[config.mk]
export PLATFORM = sky130hd
export DESIGN_NAME = forwarding_hazard_unit
export DESIGN_NICKNAME = d
export VERILOG_FILES = /design/src/rtl/fwd_pkg.sv /design/src/rtl/fwd_src_select.sv /design/src/rtl/forwarding_hazard_unit.sv
export SDC_FILE = /design/constraint.sdc
export NUM_CORES = 1
export LEC_CHECK = 0
export CORE_MARGIN = 2
export CORE_UTILIZATION = 40
export CTS_BUF_LIST = sky130_fd_sc_hd__clkbuf_8
export DETAILED_ROUTE_END_ITERATION = 10
export DONT_BUFFER_PORTS = 1
export GPL_TIMING_DRIVEN = 0
export HOLD_SLACK_MARGIN = 0.03
export SYNTH_ARGS = -nofsm -noshare
export SYNTH_HDL_FRONTEND = slang
export SYNTH_HIERARCHICAL = 1
export SYNTH_SLANG_ARGS = --single-unit
[constraint.sdc]
create_clock -name clk -period 2 [get_ports clk]
set_clock_uncertainty 0.05 [all_clocks]
set_input_delay 0.4 -clock clk [delete_from_list [all_inputs] [get_ports clk]]
set_output_delay 0.4 -clock clk [all_outputs]
set_load 0.01 [all_outputs]
[src/rtl/fwd_pkg.sv]
// Shared select encodings and default widths for the EX-stage operand forwarding logic.
package fwd_pkg;

   localparam logic [1:0] FWD_RF    = 2'b00;
   localparam logic [1:0] FWD_EXMEM = 2'b01;
   localparam logic [1:0] FWD_MEMWB = 2'b10;

   localparam int FWD_REG_AW = 5;

endpackage

[src/rtl/fwd_src_select.sv]
// Priority compare for one source operand: the youngest in-flight producer wins.
module fwd_src_select
   import fwd_pkg::*;
#(
   parameter int REG_AW = FWD_REG_AW
) (
   input  logic [REG_AW-1:0] src,
   input  logic              uses,
   input  logic [REG_AW-1:0] ex_rd,
   input  logic              ex_reg_write,
   input  logic [REG_AW-1:0] mem_rd,
   input  logic              mem_reg_write,
   output logic [1:0]        sel
);

   always_comb begin
      sel = FWD_RF;
      if (uses && ex_reg_write && (ex_rd != '0) && (ex_rd == src)) begin
         sel = FWD_EXMEM;
      end else if (uses && mem_reg_write && (mem_rd != '0) && (mem_rd == src)) begin
         sel = FWD_MEMWB;
      end
   end

endmodule

[src/rtl/forwarding_hazard_unit.sv]
// EX-stage forwarding select generation and load-use stall detection, tracking
// the destinations of instructions currently in EX and MEM.
module forwarding_hazard_unit
   import fwd_pkg::*;
#(
   parameter int REG_AW = FWD_REG_AW,
   parameter int CNT_W  = 16
) (
   input  logic              clk,
   input  logic              rst,
   input  logic              id_valid,
   input  logic [REG_AW-1:0] id_rs1,
   input  logic [REG_AW-1:0] id_rs2,
   input  logic              id_uses_rs1,
   input  logic              id_uses_rs2,
   input  logic [REG_AW-1:0] id_rd,
   input  logic              id_reg_write,
   input  logic              id_mem_read,
   input  logic              flush,
   output logic [1:0]        fwd_a,
   output logic [1:0]        fwd_b,
   output logic              stall,
   output logic [CNT_W-1:0]  stall_count
);

   // The register file is write-first, so nothing downstream of MEM can
   // influence a select; the WB shadow would never be read.
   logic [REG_AW-1:0] ex_rd_q, ex_rd_d;
   logic              ex_rw_q, ex_rw_d;
   logic              ex_mr_q, ex_mr_d;
   logic [REG_AW-1:0] mem_rd_q, mem_rd_d;
   logic              mem_rw_q, mem_rw_d;
   logic [1:0]        fwd_a_q, fwd_a_d;
   logic [1:0]        fwd_b_q, fwd_b_d;
   logic [CNT_W-1:0]  stall_count_q, stall_count_d;
   logic [1:0]        sel_a, sel_b;
   logic              advance;

   fwd_src_select #(.REG_AW(REG_AW)) u_sel_a (
      .src           (id_rs1),
      .uses          (id_uses_rs1),
      .ex_rd         (ex_rd_q),
      .ex_reg_write  (ex_rw_q),
      .mem_rd        (mem_rd_q),
      .mem_reg_write (mem_rw_q),
      .sel           (sel_a)
   );

   fwd_src_select #(.REG_AW(REG_AW)) u_sel_b (
      .src           (id_rs2),
      .uses          (id_uses_rs2),
      .ex_rd         (ex_rd_q),
      .ex_reg_write  (ex_rw_q),
      .mem_rd        (mem_rd_q),
      .mem_reg_write (mem_rw_q),
      .sel           (sel_b)
   );

   always_comb begin
      stall = !rst && id_valid && ex_mr_q && (ex_rd_q != '0) &&
              ((id_uses_rs1 && (ex_rd_q == id_rs1)) ||
               (id_uses_rs2 && (ex_rd_q == id_rs2)));
      // A stalled, flushed or empty slot enters EX as a bubble.
      advance = id_valid && !stall && !flush;

      ex_rd_d  = advance ? id_rd : '0;
      ex_rw_d  = advance && id_reg_write;
      ex_mr_d  = advance && id_mem_read;
      mem_rd_d = ex_rd_q;
      mem_rw_d = ex_rw_q;
      fwd_a_d  = advance ? sel_a : FWD_RF;
      fwd_b_d  = advance ? sel_b : FWD_RF;

      stall_count_d = stall_count_q;
      if (stall && (stall_count_q != '1)) begin
         stall_count_d = stall_count_q + 1'b1;
      end
   end

   always_ff @(posedge clk) begin
      if (rst) begin
         ex_rd_q       <= '0;
         ex_rw_q       <= 1'b0;
         ex_mr_q       <= 1'b0;
         mem_rd_q      <= '0;
         mem_rw_q      <= 1'b0;
         fwd_a_q       <= FWD_RF;
         fwd_b_q       <= FWD_RF;
         stall_count_q <= '0;
      end else begin
         ex_rd_q       <= ex_rd_d;
         ex_rw_q       <= ex_rw_d;
         ex_mr_q       <= ex_mr_d;
         mem_rd_q      <= mem_rd_d;
         mem_rw_q      <= mem_rw_d;
         fwd_a_q       <= fwd_a_d;
         fwd_b_q       <= fwd_b_d;
         stall_count_q <= stall_count_d;
      end
   end

   assign fwd_a       = fwd_a_q;
   assign fwd_b       = fwd_b_q;
   assign stall_count = stall_count_q;

endmodule
=== Word-level counts from Yosys, hierarchy flattened ===
Index checks and enable logic that the tools add are counted.

* Register bits after elaboration: 33

* Bitwise operators: 1
* $add $sub $neg: 1
* Multiplexer cells: 4
* Reductions and logical operators: 32
* Equality and inequality tests: 5

{| class="wikitable"
|+ Operators by type and width
! kind !! count
|-
| $logic_and A1 B1 Y1 || 23
|-
| $eq A5 B5 Y1 || 4
|-
| $add A16 B1 Y16 const B || 1
|-
| $ne A16 B16 Y1 const B || 1
|-
| $reduce_bool A5 Y1 || 2
|-
| $reduce_or A3 Y1 || 2
|-
| $mux W2 || 2
|-
| $logic_not A1 Y1 || 3
|-
| $mux W1 || 2
|-
| $reduce_or A2 Y1 || 1
|-
| $logic_or A1 B1 Y1 || 1
|-
| $not A1 Y1 || 1
|}

=== Longest topological paths before layout ===
Gate-level depths: netlist (run 1).

* Depth after elaboration: 10
* Depth in mapped cells: 7
* Gate-level depth less buffers: 6

=== Cells and area by module ===
Netlist (run 1), hierarchy kept.

{| class="wikitable"
|+ By module, submodules not included
! module !! cells each !! area each (sq um) !! sequential area each (sq um) !! instances
|-
| forwarding_hazard_unit || 168 || 1551.5 || 660.6 || 1
|-
| fwd_src_select || 19 || 157.7 || 0.0 || 2
|}

=== Worst setup path after synthesis (run 1) ===
OpenSTA, ideal clock, no wires.

* Path type: reg2reg
* Start: register ex_rd_q[1]
* End: register stall_count_q[11] (netlist: stall_count[11])
* Data arrival time: 1.779 ns
* Setup time: 0.123 ns
* Clock period less this slack: 1.953 ns
* Cell stages (with the launch flop): 7
* Path buffers: 1
* Slack: 0.047 ns
* Cells stage by stage: dfxtp_1 -> xnor2_1 -> nand4_1 -> o22a_2 -> buf_6 -> nor4_2 -> mux2_1

* Word-level cells in the longest chain between the ends: 5

{| class="wikitable"
|+ Ends and longest elaborated chain
! what !! RTL line !! RTL
|-
| from (decl) || forwarding_hazard_unit.sv:28 || <nowiki>logic [REG_AW-1:0] ex_rd_q, ex_rd_d;</nowiki>
|-
| from (signal assigned) || forwarding_hazard_unit.sv:91 || <nowiki>ex_rd_q <= ex_rd_d;</nowiki>
|-
| $eq A5 B5 Y1, on equally long branches || forwarding_hazard_unit.sv:61, forwarding_hazard_unit.sv:62 ||
|-
| $logic_and A1 B1 Y1, on equally long branches || forwarding_hazard_unit.sv:61, forwarding_hazard_unit.sv:62 ||
|-
| $logic_or A1 B1 Y1 || forwarding_hazard_unit.sv:61 || <nowiki>((id_uses_rs1 && (ex_rd_q == id_rs1)) ||</nowiki>
|-
| $logic_and A1 B1 Y1 (*) || forwarding_hazard_unit.sv:60 || <nowiki>stall = !rst && id_valid && ex_mr_q && (ex_rd_q != '0) &&</nowiki>
|-
| $logic_and A1 B1 Y1 (*) || forwarding_hazard_unit.sv:75 || <nowiki>if (stall && (stall_count_q != '1)) begin</nowiki>
|-
| to (signal assigned) || forwarding_hazard_unit.sv:98 || <nowiki>stall_count_q <= stall_count_d;</nowiki>
|-
| to (decl) || forwarding_hazard_unit.sv:35 || <nowiki>logic [CNT_W-1:0] stall_count_q, stall_count_d;</nowiki>
|}

Mark *: on every way between the ends. The rest lies on a longest branch, timed or not.
A chain may end at the register's enable or synchronous reset.

=== Final worst setup path (run 1) ===
* Start: register ex_rd_q[1]
* End: output stall

* Word-level cells in the longest chain between the ends: 4

{| class="wikitable"
|+ Ends and longest elaborated chain
! what !! RTL line !! RTL
|-
| $eq A5 B5 Y1, on equally long branches || forwarding_hazard_unit.sv:61, forwarding_hazard_unit.sv:62 ||
|-
| $logic_and A1 B1 Y1, on equally long branches || forwarding_hazard_unit.sv:61, forwarding_hazard_unit.sv:62 ||
|-
| $logic_or A1 B1 Y1 || forwarding_hazard_unit.sv:61 ||
|-
| $logic_and A1 B1 Y1 (*) || forwarding_hazard_unit.sv:60 ||
|-
| to (decl) || forwarding_hazard_unit.sv:22 || <nowiki>output logic stall,</nowiki>
|}

Marks and branches as above.

==> results.toml, run 1 <==
[synth]
synth.ff_latch_count = 33
yosys_warnings = 6
ys_seq_area_share_pct = 35.39
syn_avg_cell_area_sq_um = 9.062
syn_inst = 206
synth_cell_types = 43
async_reset_ff_share_pct = 0
syn_area_sq_mm = 0.001867
syn_nets = 230
synth-edff-count = 0
synthFlopType = "dfxtp_1"

[sta]
max_freq_mhz = 490.3
timing.final.crit_share_pct = 102.0
worst_pin_slew_ns = 0.5525
fin_setup_tns_ns = -0.03947
setup_viol = 1
rsz0062_at_grt = "true"
slew_headroom_pct = 63.16
min_period_ns = 2.039
finalWorstSetupSlack_ns = -0.03947
maxSlewViolCount = 0
hold_violations = 0

[layout]
fin_cells = 278
area_growth_syn_to_layout_pct = 22.32
fill_cells = 417
layout.nets = 249
drive_gt1_share_pct = 28.76
antenna_cells = 0
design_area_sq_mm = 0.002283

[route]
drt-initial-drc-count = 67
wl_met1_mm = 2.086
wl_mm = 4.869
met2_length_mm = 2.382
postRouteAntennaNets = 0
avgRoutedWirePerCell_um = 17.51
drt_pass1_iterations = 4
post_drt_via_cell_ratio = 5.924
highest_layer = "met4"
drc = 0
wl_met3_um = 334
vias = 1647

[clock_network]
clk_path_buf_depth = 2
clock-sinks = 33
cts_tree = "yes"
cts_buffers = 5
root_buffer = "clkbuf_8"
holdBufCountCts = 0
clk_pin_slew_ns = 0.07
htree_levels = 2
clkLatencyLatePin_ns = 0.29

[die]
fp.dieH_um = 72.32
core_area_sq_mm = 0.004414
dieArea_sq_mm = 0.005229
io-pin-count = 44
rows = 24
start_util_pct = 42.29
die_x_um = 72.32

[setup_path]
critPathCaptureType = "primary output"
required_ns = 1.55
cp_slowest_cell = "dfxtp_4"
crit_chain = "xnor2_1 > nand4_1 > o22a_2 > buf_8 > nor2_4"
slowest_delay_ns = 0.38
setup.worst_path.start_class = "register"
crit_type = "reg -> out"
ff2ff_setup_slack_ns = 0.02
timing.critical_path.buf_inv = 1
critical_path_arrival_ns = 1.59
critical_path.top_delay_family = "flip-flops"
path_max_fanout = 6

[grt]
grt_overflow = 0
grt_pass1_vias = 1614
grt_use_total_pct = 19.98
antenna_found_initial = 0
grt_pass1_wl_mm = 8.059
grt_max_degree = 11

[min_path]
hold_path.class = "in -> reg"

[status]
outcome = "complete, but fails checks"
violations = "setup timing"

[power]
ir_drop_mv = 0.2774
leakagePower_uw = 0.0007596
powerDensity_mw_per_mm2 = 623.9

[place]
detailed_place_hpwl_mm = 3.335
placedCellCount = 258
place_congestion = 0.8820
numPortBuffers = 0
placed_cell_area_sq_mm = 0.001932

[run]
max_cap_viol_count = 0
[state kept, by name, summed over array words and instances (netlist names)]
register / flops
ex_mr_q: 1
ex_rd_q: 5
ex_rw_q: 1
fwd_a: 2
fwd_b: 2
mem_rd_q: 5
mem_rw_q: 1
stall_count: 16
[synthesized netlist by cell type (3+ instances only)]
cell type	n	share of area, %
o2111ai_1	4	1.9
o31ai_1	5	2.0
nor2_1	8	1.6
mux2_2	4	2.4
and2_1	11	3.7
xnor2_1	24	11
o21ai_0	7	1.9
a21oi_1	10	2.7
or3_1	4	1.3
dfxtp_1	33	35
nor4_1	4	1.3
or4_1	6	2.4
a2111oi_2	3	2.4
nand2_1	10	2.0
inv_1	7	1.4
nand3_1	7	1.9
nor2b_1	12	4.0
and3_1	5	1.7
nand4_1	9	3.0
[cells by family after synthesis]
logic type / synth area share [%]
and+or+nand+nor: 29.36
adders and majority gates: 0.6701
buffers and inverters: 3.150
AOI/OAI and AO/OA: 16.22
muxes: 3.016
DFF: 35.39
xor gates and xnor gates: 12.20
[per-stage QoR]
step	util, %	hold WS (ns)	power (uW)	setup slack (ns)
2_1_floorplan	-	0.4107	755.9	0.04722
3_3_place_gp	43.76	0.4575	772.1	-0.2560
3_5_place_dp	43.76	0.4681	773.2	-0.2460
4_1_cts	49.29	0.1733	1426	0.005361
5_1_grt	51.73	0.1713	1484	-0.09158
6_report	51.73	0.1735	1425	-0.03947
[routing by layer]
layer | vias up | global-route usage, %
met2 | 44 | 30.99
met3 | 6 | 6.250
li1 | 799 | -
met1 | 798 | 26.01
met4 | 0 | 7.547
met5 | - | 0
[what timing repair did]
item / CTS / global route
gates resized for setup: 19 / 20
endpoints found under the setup margin: 24 / 22
gates cloned: 0 / 0
hold endpoints to repair: 0 / 0
pin swaps: 5 / 6
setup buffers: 7 / 5
[area by class of cell]
type | instances | area, sq um | share of cell area, %
inverter | 7 | 26.28 | 1.151
buffer | 6 | 38.79 | 1.699
tap | 52 | 65.06 | 2.849
clock buffer | 6 | 82.58 | 3.616
clock inverter | 2 | 33.78 | 1.479
sequential | 33 | 690.7 | 30.25
multi-input combinational | 160 | 1256 | 55.01
timing repair buffer | 12 | 90.09 | 3.945
[placed cells by master (no fill, tap or decap), types with 3 or more instances in the layout]
cell type and count:
xnor2_2 5, nand4_1 9, clkbuf_8 6, dfxtp_2 9, o2111ai_1 4, nor2b_1 12, and2_1 11, dfxtp_4 5
dfxtp_1 19, o31ai_1 5, o21ai_0 7, mux2_2 4, xnor2_1 19, inv_1 8, nor2_1 7, and3_1 5
nand3_1 7, buf_4 12, a21oi_1 9, nand2_1 10, nor3_2 3, nor4_1 4, or3_1 4, or4_1 6
[final timing paths]
check,from,end,depth (start not counted)
worst min register to register,ex_rw_q$_SDFF_PP0_,mem_rw_q$_SDFF_PP0_,1
worst min-delay path,id_reg_write,ex_rw_q$_SDFF_PP0_,1
worst max register to register,ex_rd_q[1]$_SDFF_PP0_,stall_count[14]$_SDFFE_PP0P_,7
worst max-delay path,ex_rd_q[1]$_SDFF_PP0_,stall,5
[where the power goes]
part / switching, uW / internal (uW)
Sequential: 10.1 / 658
Combinational: 51.7 / 57.1
Clock: 247 / 401
Total: 309 / 1120
No activity file was read; power rests on OpenSTA's default activity.
==> inputs of run 2 (changes only) <==
--- a/config.mk
+++ b/config.mk
@@ -7,7 +7,6 @@
 export LEC_CHECK = 0
 export CORE_MARGIN = 2
 export CORE_UTILIZATION = 40
-export CTS_BUF_LIST = sky130_fd_sc_hd__clkbuf_8
 export DETAILED_ROUTE_END_ITERATION = 10
 export DONT_BUFFER_PORTS = 1
 export GPL_TIMING_DRIVEN = 0
==> run 2 against run 1 <==
  * The run still ends with setup timing left
  * Fmax about the same
  * Critical path depth unchanged
  * First-iteration DRC count grew 10%
  * Utilization rose by 0.085 points
  * Power about the same
  * Register-to-register slack about the same
  * Sequential power about the same
  * Sequential share of layout area hardly changed
  * Non-clock buffer count unchanged
  * Hold slack better by 0.0047 ns
  * Critical path type unchanged
==> results.toml, run 2 (synthesis gave the netlist of run 1 again) <==
[sta]
max_freq_mhz = 490.5
slew_headroom_pct = 62.26
min_period_ns = 2.039
hold_violations = 0
setup_viol = 1
finalWorstSetupSlack_ns = -0.03875
maxSlewViolCount = 0
worst_pin_slew_ns = 0.5661
timing.final.crit_share_pct = 101.9
rsz0062_at_grt = "true"

[grt]
grt_pass1_vias = 1614
grt_use_total_pct = 19.98
grt_pass1_wl_mm = 8.059
grt_overflow = 0
antenna_found_initial = 0
grt_max_degree = 11

[die]
fp.dieH_um = 72.32
core_area_sq_mm = 0.004414
rows = 24
start_util_pct = 42.29
dieArea_sq_mm = 0.005229
die_x_um = 72.32
io-pin-count = 44

[place]
dp_slack_ns = -0.2460
placed_cell_area_sq_mm = 0.001932
placedCellCount = 258
place_congestion = 0.8820
numPortBuffers = 0
detailed_place_hpwl_mm = 3.335

[clock_network]
cts_buffers = 5
clk_pin_slew_ns = 0.07
root_buffer = "clkbuf_8"
clock-sinks = 33
holdBufCountCts = 0
htree_levels = 2
clkLatencyLatePin_ns = 0.29
clk_path_buf_depth = 2
cts_tree = "yes"

[route]
postRouteAntennaNets = 0
drt-initial-drc-count = 74
post_drt_via_cell_ratio = 5.935
vias = 1650
drc = 0
drt_pass1_iterations = 4
avgRoutedWirePerCell_um = 17.65
wl_mm = 4.907

[run]
max_cap_viol_count = 0

[status]
violations = "setup timing"
outcome = "complete, but fails checks"

[setup_path]
path_max_fanout = 6
setup.worst_path.start_class = "register"
crit_type = "reg -> out"
required_ns = 1.55
critical_path_arrival_ns = 1.59
critPathCaptureType = "primary output"

[min_path]
hold_path.class = "in -> reg"

[layout]
antenna_cells = 0
finish.utilization_pct = 51.81
fill_cells = 414
area_growth_syn_to_layout_pct = 22.52
layout_common_cells = "19 x xnor2_1, 19 x dfxtp_1, 12 x nor2b_1"
design_area_sq_mm = 0.002287
layout.nets = 249
fin_cells = 278
largest_reg_flops = 16
drive_gt1_share_pct = 28.76

[power]
ir_drop_mv = 0.2734
powerDensity_mw_per_mm2 = 623.5
leakagePower_uw = 0.0007589
==> run 2: cell count changes in the layout (fill, tap and decap cells not counted), sizes merged <==
cell	before	now
clkbuf	9	10
inv	8	7
==> run 2: worst paths after layout <==
| kind | end | slack, ns | depth (start not counted) | from |
|---|---|---|---|---|
| worst min register to register | stall_count[9]$_SDFFE_PP0P_ | 0.48 | 2 | stall_count[9]$_SDFFE_PP0P_ |
| worst max register to register | stall_count[8]$_SDFFE_PP0P_ | 0.02 | 5 | stall_count[4]$_SDFFE_PP0P_ |
| worst max-delay path | stall | -0.04 | 5 | ex_rd_q[1]$_SDFF_PP0_ |
| worst min-delay path | ex_rw_q$_SDFF_PP0_ | 0.18 | 1 | id_reg_write |
==> run 2: area by class of cell <==
class,count,area (sq um),area share (%)
Buffer,6,38.79,1.696
Sequential cell,33,690.7,30.20
Inverter,7,26.28,1.149
Timing Repair Buffer,12,93.84,4.103
Multi-Input combinational cell,160,1256,54.92
Clock buffer,7,86.33,3.775
Clock inverter,1,30.03,1.313
Tap cell,52,65.06,2.845
==> run 2: critical path, cell delays in order, from the launching register on <==
cell	delay [ns]
dfxtp_4	0.38
xnor2_1	0.19
nand4_1	0.17
o22a_2	0.27
buf_8	0.15
nor2_4	0.14
==> run 2: through the flow <==
step | hold WS, ns | TNS [ns] | power [uW]
3_5_place_dp | 0.4681 | -1.975 | 773.2
3_3_place_gp | 0.4575 | -2.002 | 772.1
5_1_grt | 0.1714 | -0.3171 | 1490
2_1_floorplan | 0.4107 | 0 | 755.9
6_report | 0.1782 | -0.03875 | 1426
4_1_cts | 0.1733 | 0 | 1431
==> run 2: power breakdown <==
| group | internal [uW] | total (uW) | switching, uW |
|---|---|---|---|
| clock network | 406 | 649 | 242 |
| registers | 658 | 668 | 10.0 |
| logic | 57.5 | 109 | 51.9 |
==> run 2: layer usage <==
metal  GRT usage [%]  vias to the layer above  share of wire [%]
met1           26.01                      798                 43
met3           6.250                        6                7.1
met5               0                        -                  0
met4           7.547                        0                1.4
met2           30.99                       46                 49
li1                -                      800                  -
==> run 2: repair_timing <==
action / 4_1_cts / 5_1_grt
resized for setup: 19 / 21
setup endpoints to repair: 24 / 22
buffers inserted: 7 / 5
pin swaps: 5 / 6
